==> src/rtl/cfu_job_driver.sv <==
// CFU job driver: streams A and B words from a source memory into the CFU,
// issues GO, then reads every C row back (four words per row) into a
// destination memory. Exactly one CFU command is in flight at any time.
module cfu_job_driver #(
  parameter int unsigned SRC_AW = 16,
  parameter int unsigned DST_AW = 15
) (
  input  logic              clk,
  input  logic              rst_n,
  input  logic              start,
  input  logic [14:0]       a_words,
  input  logic [13:0]       b_words,
  input  logic [12:0]       c_rows,
  input  logic [10:0]       k_dim,
  input  logic [11:0]       m_dim,
  input  logic [8:0]        n_dim,
  input  logic [31:0]       input_offset,
  input  logic [SRC_AW-1:0] a_base,
  input  logic [SRC_AW-1:0] b_base,
  output logic              busy,
  output logic              done,
  output logic              src_rd_en,
  output logic [SRC_AW-1:0] src_addr,
  input  logic [31:0]       src_rdata,
  output logic              dst_wr_en,
  output logic [DST_AW-1:0] dst_addr,
  output logic [31:0]       dst_wdata,
  output logic              cmd_valid,
  input  logic              cmd_ready,
  output logic [9:0]        cmd_payload_function_id,
  output logic [31:0]       cmd_payload_inputs_0,
  output logic [31:0]       cmd_payload_inputs_1,
  input  logic              rsp_valid,
  output logic              rsp_ready,
  input  logic [31:0]       rsp_payload_outputs_0
);

  localparam logic [9:0] OpWriteA = 10'd0;
  localparam logic [9:0] OpWriteB = 10'd8;
  localparam logic [9:0] OpReadC  = 10'd16;
  localparam logic [9:0] OpGo     = 10'd24;

  typedef enum logic [2:0] {
    StIdle, StRdA, StCmdA, StRdB, StCmdB, StGo, StRdC, StDone
  } state_e;

  state_e state_q, state_d;

  // Job parameters captured at start.
  logic [14:0]       a_words_q;
  logic [13:0]       b_words_q;
  logic [12:0]       c_rows_q;
  logic [31:0]       go_dims_q;
  logic [31:0]       offset_q;
  logic [SRC_AW-1:0] a_base_q, b_base_q;

  logic [14:0] a_idx_q, a_idx_d;
  logic [13:0] b_idx_q, b_idx_d;
  logic [12:0] row_q, row_d;
  logic [1:0]  word_q, word_d;
  logic        sent_q, sent_d;

  // fresh_q marks the first cycle of CMD_A/CMD_B, when src_rdata is live;
  // afterwards the captured copy keeps the payload steady across stalls.
  logic        fresh_q;
  logic [31:0] data_q;
  logic [31:0] rd_data;

  logic        dst_wr_en_q;
  logic [DST_AW-1:0] dst_addr_q;
  logic [31:0] dst_wdata_q;

  logic cmd_fire, rsp_fire;

  assign rd_data   = fresh_q ? src_rdata : data_q;
  assign busy      = (state_q != StIdle) && (state_q != StDone);
  assign done      = (state_q == StDone);
  assign dst_wr_en = dst_wr_en_q;
  assign dst_addr  = dst_addr_q;
  assign dst_wdata = dst_wdata_q;
  assign cmd_fire  = cmd_valid && cmd_ready;
  // A response only counts against a command that is issued or issuing now.
  assign rsp_fire  = rsp_valid && rsp_ready && (sent_q || cmd_fire);

  // Memory strobes and command payload decoded from state and counters.
  always_comb begin
    src_rd_en               = 1'b0;
    src_addr                = '0;
    cmd_valid               = 1'b0;
    rsp_ready               = 1'b0;
    cmd_payload_function_id = 10'd0;
    cmd_payload_inputs_0    = 32'd0;
    cmd_payload_inputs_1    = 32'd0;
    case (state_q)
      StRdA: begin
        src_rd_en = 1'b1;
        src_addr  = a_base_q + SRC_AW'(a_idx_q);
      end
      StRdB: begin
        src_rd_en = 1'b1;
        src_addr  = b_base_q + SRC_AW'(b_idx_q);
      end
      StCmdA: begin
        cmd_valid               = !sent_q;
        rsp_ready               = 1'b1;
        cmd_payload_function_id = OpWriteA;
        cmd_payload_inputs_0    = rd_data;
        cmd_payload_inputs_1    = {17'd0, a_idx_q};
      end
      StCmdB: begin
        cmd_valid               = !sent_q;
        rsp_ready               = 1'b1;
        cmd_payload_function_id = OpWriteB;
        cmd_payload_inputs_0    = rd_data;
        cmd_payload_inputs_1    = {18'd0, b_idx_q};
      end
      StGo: begin
        cmd_valid               = !sent_q;
        rsp_ready               = 1'b1;
        cmd_payload_function_id = OpGo;
        cmd_payload_inputs_0    = go_dims_q;
        cmd_payload_inputs_1    = offset_q;
      end
      StRdC: begin
        cmd_valid               = !sent_q;
        rsp_ready               = 1'b1;
        cmd_payload_function_id = OpReadC;
        cmd_payload_inputs_0    = {30'd0, word_q};
        cmd_payload_inputs_1    = {19'd0, row_q};
      end
      default: ;
    endcase
  end

  // Next-state sequencing: each command phase advances on its response.
  always_comb begin
    state_d = state_q;
    a_idx_d = a_idx_q;
    b_idx_d = b_idx_q;
    row_d   = row_q;
    word_d  = word_q;
    if (rsp_fire) begin
      sent_d = 1'b0;
    end else if (cmd_fire) begin
      sent_d = 1'b1;
    end else begin
      sent_d = sent_q;
    end
    case (state_q)
      StIdle: begin
        if (start) begin
          a_idx_d = '0;
          b_idx_d = '0;
          row_d   = '0;
          word_d  = '0;
          if (a_words != 15'd0) begin
            state_d = StRdA;
          end else if (b_words != 14'd0) begin
            state_d = StRdB;
          end else begin
            state_d = StGo;
          end
        end
      end
      StRdA: state_d = StCmdA;
      StRdB: state_d = StCmdB;
      StCmdA: begin
        if (rsp_fire) begin
          if (a_idx_q == a_words_q - 15'd1) begin
            state_d = (b_words_q != 14'd0) ? StRdB : StGo;
          end else begin
            a_idx_d = a_idx_q + 15'd1;
            state_d = StRdA;
          end
        end
      end
      StCmdB: begin
        if (rsp_fire) begin
          if (b_idx_q == b_words_q - 14'd1) begin
            state_d = StGo;
          end else begin
            b_idx_d = b_idx_q + 14'd1;
            state_d = StRdB;
          end
        end
      end
      StGo: begin
        if (rsp_fire) begin
          state_d = (c_rows_q != 13'd0) ? StRdC : StDone;
        end
      end
      StRdC: begin
        if (rsp_fire) begin
          word_d = word_q + 2'd1;
          if (word_q == 2'd3) begin
            if (row_q == c_rows_q - 13'd1) begin
              state_d = StDone;
            end else begin
              row_d = row_q + 13'd1;
            end
          end
        end
      end
      StDone:  state_d = StIdle;
      default: state_d = StIdle;
    endcase
  end

  // Control state: FSM, counters and outstanding-command flag.
  always_ff @(posedge clk) begin
    if (!rst_n) begin
      state_q <= StIdle;
      a_idx_q <= '0;
      b_idx_q <= '0;
      row_q   <= '0;
      word_q  <= '0;
      sent_q  <= 1'b0;
    end else begin
      state_q <= state_d;
      a_idx_q <= a_idx_d;
      b_idx_q <= b_idx_d;
      row_q   <= row_d;
      word_q  <= word_d;
      sent_q  <= sent_d;
    end
  end

  // Datapath: job latch, read-data capture and registered destination write.
  always_ff @(posedge clk) begin
    if (!rst_n) begin
      a_words_q   <= '0;
      b_words_q   <= '0;
      c_rows_q    <= '0;
      go_dims_q   <= '0;
      offset_q    <= '0;
      a_base_q    <= '0;
      b_base_q    <= '0;
      fresh_q     <= 1'b0;
      data_q      <= '0;
      dst_wr_en_q <= 1'b0;
      dst_addr_q  <= '0;
      dst_wdata_q <= '0;
    end else begin
      if ((state_q == StIdle) && start) begin
        a_words_q <= a_words;
        b_words_q <= b_words;
        c_rows_q  <= c_rows;
        go_dims_q <= {k_dim, m_dim, n_dim};
        offset_q  <= input_offset;
        a_base_q  <= a_base;
        b_base_q  <= b_base;
      end
      fresh_q <= (state_q == StRdA) || (state_q == StRdB);
      if (fresh_q) begin
        data_q <= src_rdata;
      end
      dst_wr_en_q <= rsp_fire && (state_q == StRdC);
      if (rsp_fire && (state_q == StRdC)) begin
        dst_addr_q  <= DST_AW'({row_q, word_q});
        dst_wdata_q <= rsp_payload_outputs_0;
      end
    end
  end

endmodule
==> config.mk <==
export PLATFORM = sky130hd
export DESIGN_NAME = cfu_job_driver
export DESIGN_NICKNAME = d
export VERILOG_FILES = /design/src/rtl/cfu_job_driver.sv
export SDC_FILE = /design/constraint.sdc
export NUM_CORES = 1
export LEC_CHECK = 0
export ABC_AREA = 1
export CORE_MARGIN = 4
export CORE_UTILIZATION = 35
export CTS_BUF_LIST = sky130_fd_sc_hd__clkbuf_4 sky130_fd_sc_hd__clkbuf_8
export DETAILED_ROUTE_END_ITERATION = 8
export DONT_BUFFER_PORTS = 1
export HOLD_SLACK_MARGIN = 0.06
export SLEW_MARGIN = 15
export SYNTH_ARGS = -nofsm -noshare
export SYNTH_HDL_FRONTEND = slang
export SYNTH_SLANG_ARGS = --single-unit
==> constraint.sdc <==
create_clock -name clk -period 3.34 [get_ports clk]
set_clock_uncertainty 0.05 [all_clocks]
set_input_delay 0 -clock clk [delete_from_list [all_inputs] [get_ports clk]]
set_output_delay 0 -clock clk [all_outputs]
set_load 0.1 [all_outputs]
; ---- Word level (Yosys, flattened, before mapping)
; Cells that the tools add are included.
[word_totals]
ff_bits = 267
inputBits = 207
word_cells = 115
[op_classes]
n_addsub = 9
eq_ne = 22
muxes = 38
bitwise_logic = 1
reduce_logical = 27
[ops]
columns = op, count
row1 = one-hot mux 32 bit (4 select lines), 1
row2 = one-hot mux 32 bit (3 select lines), 1
row3 = 2-to-1 mux 13 bit, 4
row4 = 2-to-1 mux 15 bit, 3
row5 = 2-to-1 mux 14 bit, 3
row6 = 2-to-1 mux 3 bit, 12
row7 = 2-to-1 mux 32 bit, 1
row8 = one-hot mux 16 bit (2 select lines), 1
row9 = one-hot mux 15 bit (2 select lines), 1
row10 = one-hot mux 14 bit (2 select lines), 1
row11 = nonzero test 14 bit, 2
row12 = one-hot mux 13 bit (2 select lines), 1
row13 = one-hot mux 3 bit (8 select lines), 1
row14 = inequality test 2 bit (second input constant), 10
row15 = adder 16 x 14 -> 16 bit, 1
row16 = adder 16 x 15 -> 16 bit, 1
row17 = adder 15 x 1 -> 15 bit (second input constant), 1
row18 = == test 15 bit, 1
row19 = one-hot mux 5 bit (3 select lines), 1
row20 = nonzero test 15 bit, 1
row21 = subtractor 15 x 1 -> 15 bit (second input constant), 1
row22 = adder 14 x 1 -> 14 bit (second input constant), 1
row23 = == test 14 bit, 1
row24 = subtractor 14 x 1 -> 14 bit (second input constant), 1
row25 = 26 further kinds, 45

; ---- Longest topological paths before layout
[depth]
ltp_word = 8
ltp_mapped = 18

; ---- Worst setup path after synthesis
; No wires, ideal clock.
[synth_path]
kind = register to output
from = register a_idx_q[0]
to = output src_addr[10]
arrival_ps = 4041
setup_slack_ps = -751
path_stages_with_launch = 12
n_path_buf = 0
path_cell_list = dfxtp_1 ha_1 fa_1 nand2_1 inv_1 o21ai_0 nand2_1 a21oi_1 o21ai_0 a21oi_1 xor2_1 o21ai_0
[synth_between]
elab_chain_len = 2
[synth_lines]
columns = item, line_no
row1 = start: declaration, 57  ; logic [14:0] a_idx_q, a_idx_d;
row2 = start signal: assignment, 220  ; a_idx_q <= a_idx_d;
row3 = adder 16 x 15 -> 16 bit, 97  ; src_addr = a_base_q + SRC_AW'(a_idx_q);
row4 = one-hot mux 16 bit (2 select lines), 94  ; case (state_q)
row5 = end: declaration, 23  ; output logic [SRC_AW-1:0] src_addr,
; No other way between the ends.

; ---- Final worst setup path
[layout_path]
from = register state_q[0]
to = register state_q[1]
[layout_between]
elab_chain_len = 8
[layout_lines]
columns = item, line_no
row1 = start: declaration, 47  ; state_e state_q, state_d;
row2 = start signal: assignment, 212  ; state_q <= StIdle;
row3 = start signal: assignment, 219  ; state_q <= state_d;
row4 = == test 3 bit or == test 3 x 2 -> 1 bit (tied branches), "94, 149"
row5 = OR reduction 4 bit (no source line), -
row6 = 2-to-1 mux 1 bit, -
row7 = logical AND 1 bit, 81  ; assign cmd_fire = cmd_valid && cmd_ready;
row8 = logical OR 1 bit, 83  ; assign rsp_fire = rsp_valid && rsp_ready && (sent_q || cmd_fire);
row9 = logical AND 1 bit, 83
row10 = inequality test 2 bit (no source line), -
row11 = AND reduction 7 bit (no source line), -
; Several ways; a longest one is shown, not always the timed one.
; A chain may end at the register's enable or synchronous reset.

==> implementation parameters <==
Parameter                              Value

Status
  Result of the run    finished clean

Floorplan
  Die outline width    211 µm
  Core area    40200 µm²
  Floorplan die area    44400 µm²
  I/O Pins    350
  Standard-cell row count    73
  Die height    211 µm
  Starting density of the core    0.358

Setup path
  Critical path arrival    3.70 ns
  Data required time of the worst path    3.85 ns
  CP Launch Type    register
  Startpoint-to-endpoint class of the critical path    reg -> reg
  Top fanout value on the critical path    10
  Crit end category    register

Synth
  Per-instance average area after synthesis    6.96 µm²
  Top flip-flop cell by instance count after synthesis    sky130_fd_sc_hd__dfxtp_1
  Seq cells post-synth    267
  Post-synthesis sequential area ratio    0.372
  Netlist Area Pre-Place    14400 µm²
  Post-synth cell types    53
  Fraction of registers with async set/reset    0
  Total of warnings raised by yosys    0
  EDFF count, synth    0
  Syn Inst Count    2065

Timing
  Setup-failing EPs final    0
  Remaining max-slew budget at the tightest pin    0.201
  Unrepaired setup endpoints after global routing    yes
  Min Clock Period, post-route    3.19 ns
  Post-route worst setup slack    0.149 ns
  Worst slack on hold paths    0.0891 ns
  Hold violation count in the final report    0
  Achievable Freq    313 MHz
  Pins Over Slew Limit    0
  Period Utilization, post-route    0.955
  Slew at the pin with the worst max-slew slack    1.20 ns

Global routing
  GRT Residual Overflow    0
  Number of antenna violations at the first check in global routing    2
  Via count of the first global-routing pass    15700
  Pin count of the biggest net entering global routing    154
  Wire length of the first global-routing pass    85.8 mm
  Tot GR Track Use    0.240

Pwr
  Lkg Pwr    8.15 nW
  Highest ir drop seen on vdd    0.563 mV
  Pwr Density    718 nW/µm²

Detailed routing
  Routed via count divided by cell count    5.29
  Post-route DRC    0
  Total routed wirelength    55.8 mm
  Iteration-0 DRC Markers    1146
  Number of search-and-repair iterations in the first detailed-routing pass    6
  Antenna-violating nets left    0
  Total via count in the routed design    15800
  Post-detailed-route wirelength per cell    18.7 µm

Finish
  Final design instance area without fill    20100 µm²
  Number of nets in the finished design    2667
  Most common cell after layout, fill and taps aside    sky130_fd_sc_hd__nand2_1
  Final Non-Filler Cells    2986
  Area growth syn-to-layout    39.6%
  Commonest cells after routing, fill and taps aside    sky130_fd_sc_hd__nand2_1 (327), sky130_fd_sc_hd__dlygate4sd3_1 (306), sky130_fd_sc_hd__dfxtp_1 (263)
  Share of layout cells above drive strength 1    0.134

Placement
  DP Area    15700 µm²
  Placed instance count    2583
  HPWL after DPL    37.2 mm
  Setup slack after placement    0.525 ns
  Final weighted congestion in routability-driven placement    0.960
  Count of input and output buffers    0

Clock network
  Clock root buffer master    sky130_fd_sc_hd__clkbuf_8
  CTS sink count    267
  Maximum clock path buffer count    3
  Clock latency reported for the late side of the worst-skew pair    0.63 ns
  CTS buffer count    50
  Clock transition at the registers of the reported paths    0.06 ns
  Depth of the CTS H-tree    2
  TritonCTS clock tree    built

Flow run
  Maximum Capacitance Violations    0

Worst hold path
  Class of the most critical hold timing path    in -> reg
## sequential cells by signal (all words and copies together), names as in the netlist, 2 cells and up
signal,cells
dst_addr,15
data_q,32
a_base_q,16
a_idx_q,15
dst_wdata,32
state_q,3
b_base_q,16
row_q,13
b_words_q,14
c_rows_q,13
b_idx_q,14
word_q,2
go_dims_q,32
offset_q,32
a_words_q,15
## synth_stat cells, types with 11 or more instances
library cell,n,area (µm²)
sky130_fd_sc_hd__a21oi_1,224,1120
sky130_fd_sc_hd__buf_2,11,55.1
sky130_fd_sc_hd__clkbuf_1,92,345
sky130_fd_sc_hd__dfxtp_1,267,5350
sky130_fd_sc_hd__ha_1,36,450
sky130_fd_sc_hd__inv_1,192,721
sky130_fd_sc_hd__mux2i_1,32,320
sky130_fd_sc_hd__nand2_1,330,1240
sky130_fd_sc_hd__nand3_1,152,761
sky130_fd_sc_hd__nand3b_1,12,90.1
sky130_fd_sc_hd__nand4_1,12,75.1
sky130_fd_sc_hd__nor2_1,272,1020
sky130_fd_sc_hd__nor3_1,19,95.1
sky130_fd_sc_hd__o21ai_0,183,916
sky130_fd_sc_hd__o22ai_1,42,263
sky130_fd_sc_hd__xnor2_1,16,140
sky130_fd_sc_hd__xor2_1,48,420
## final cells by class
type	count	area, µm²
Inverter	200	754
Clock inverter	16	191
Fill cell	3768	20100
Multi-Input combinational cell	1478	8140
Antenna cell	3	7.51
Clock buffer	72	922
Tap cell	525	657
Timing Repair Buffer	425	4060
Sequential cell	267	5350
## worst max-delay path, stage by stage, from the launching register on
cell and delay (ns):
sky130_fd_sc_hd__dfxtp_1 0.41, sky130_fd_sc_hd__nor2_2 0.16, sky130_fd_sc_hd__inv_1 0.10, sky130_fd_sc_hd__nor2_4 0.31
sky130_fd_sc_hd__inv_2 0.19, sky130_fd_sc_hd__nor3_1 0.16, sky130_fd_sc_hd__nand4_1 0.24, sky130_fd_sc_hd__nor2_1 0.18
sky130_fd_sc_hd__dlygate4sd3_1 0.56, sky130_fd_sc_hd__nor2_1 0.05, sky130_fd_sc_hd__dlygate4sd3_1 0.56, sky130_fd_sc_hd__a21oi_1 0.15
## logic make-up after synthesis
| kind of cell | after synthesis | synth area share |
|---|---|---|
| DFF | 267 | 0.372 |
| xor gates and xnor gates | 66 | 0.0421 |
| other | 1 | 0.000261 |
| buffers and inverters | 327 | 0.0909 |
| adders and majority gates | 38 | 0.0341 |
| and+or+nand+nor | 844 | 0.254 |
| muxes | 32 | 0.0223 |
| AOI/OAI and AO/OA | 490 | 0.184 |
## routing by layer
metal / part of all wire / global-route usage
met1: 0.39 / 0.291
met2: 0.47 / 0.403
met3: 0.097 / 0.0711
met4: 0.038 / 0.0885
met5: 0 / 0
## path summary, 6_finish.rpt
path / cells after the start / end / slack, ns / start
max: 11 / state_q[1]$_SDFFE_PN0P_ / 0.15 / state_q[0]$_SDFFE_PN0P_
min: 3 / c_rows_q[8]$_SDFFE_PN0P_ / 0.09 / c_rows[8]
max reg2reg: 11 / state_q[1]$_SDFFE_PN0P_ / 0.15 / state_q[0]$_SDFFE_PN0P_
min reg2reg: 2 / offset_q[4]$_SDFFE_PN0P_ / 0.41 / offset_q[4]$_SDFFE_PN0P_
## metrics by stage
stage | power [mW] | util | TNS [ns]
final | 14.4 | 0.500 | 0
after global routing | 15.3 | 0.499 | -0.0563
after CTS | 14.3 | 0.497 | 0
after detailed placement | 10.2 | 0.392 | 0
after global placement | 10.1 | 0.392 | 0
after floorplan | 8.74 | - | 0
## where the power goes
| part | switching (mW) | total [mW] | internal (mW) | leakage [nW] |
|---|---|---|---|---|
| sequential | 0.453 | 4.20 | 3.75 | 2.18 |
| clock | 1.50 | 3.59 | 2.09 | 0.594 |
| combinational | 4.58 | 6.63 | 2.05 | 5.37 |
| total | 6.53 | 14.4 | 7.89 | 8.15 |
## repair_timing
| action | in CTS | in global routing |
|---|---|---|
| endpoints found under the hold margin | 266 | 0 |
| hold buffers | 308 | 0 |
| resized for setup | 7 | 18 |
| setup buffers | 1 | 3 |
| setup endpoints to repair | 3 | 15 |
| pin swaps | 1 | 4 |
(Power assumes the default switching activity.)
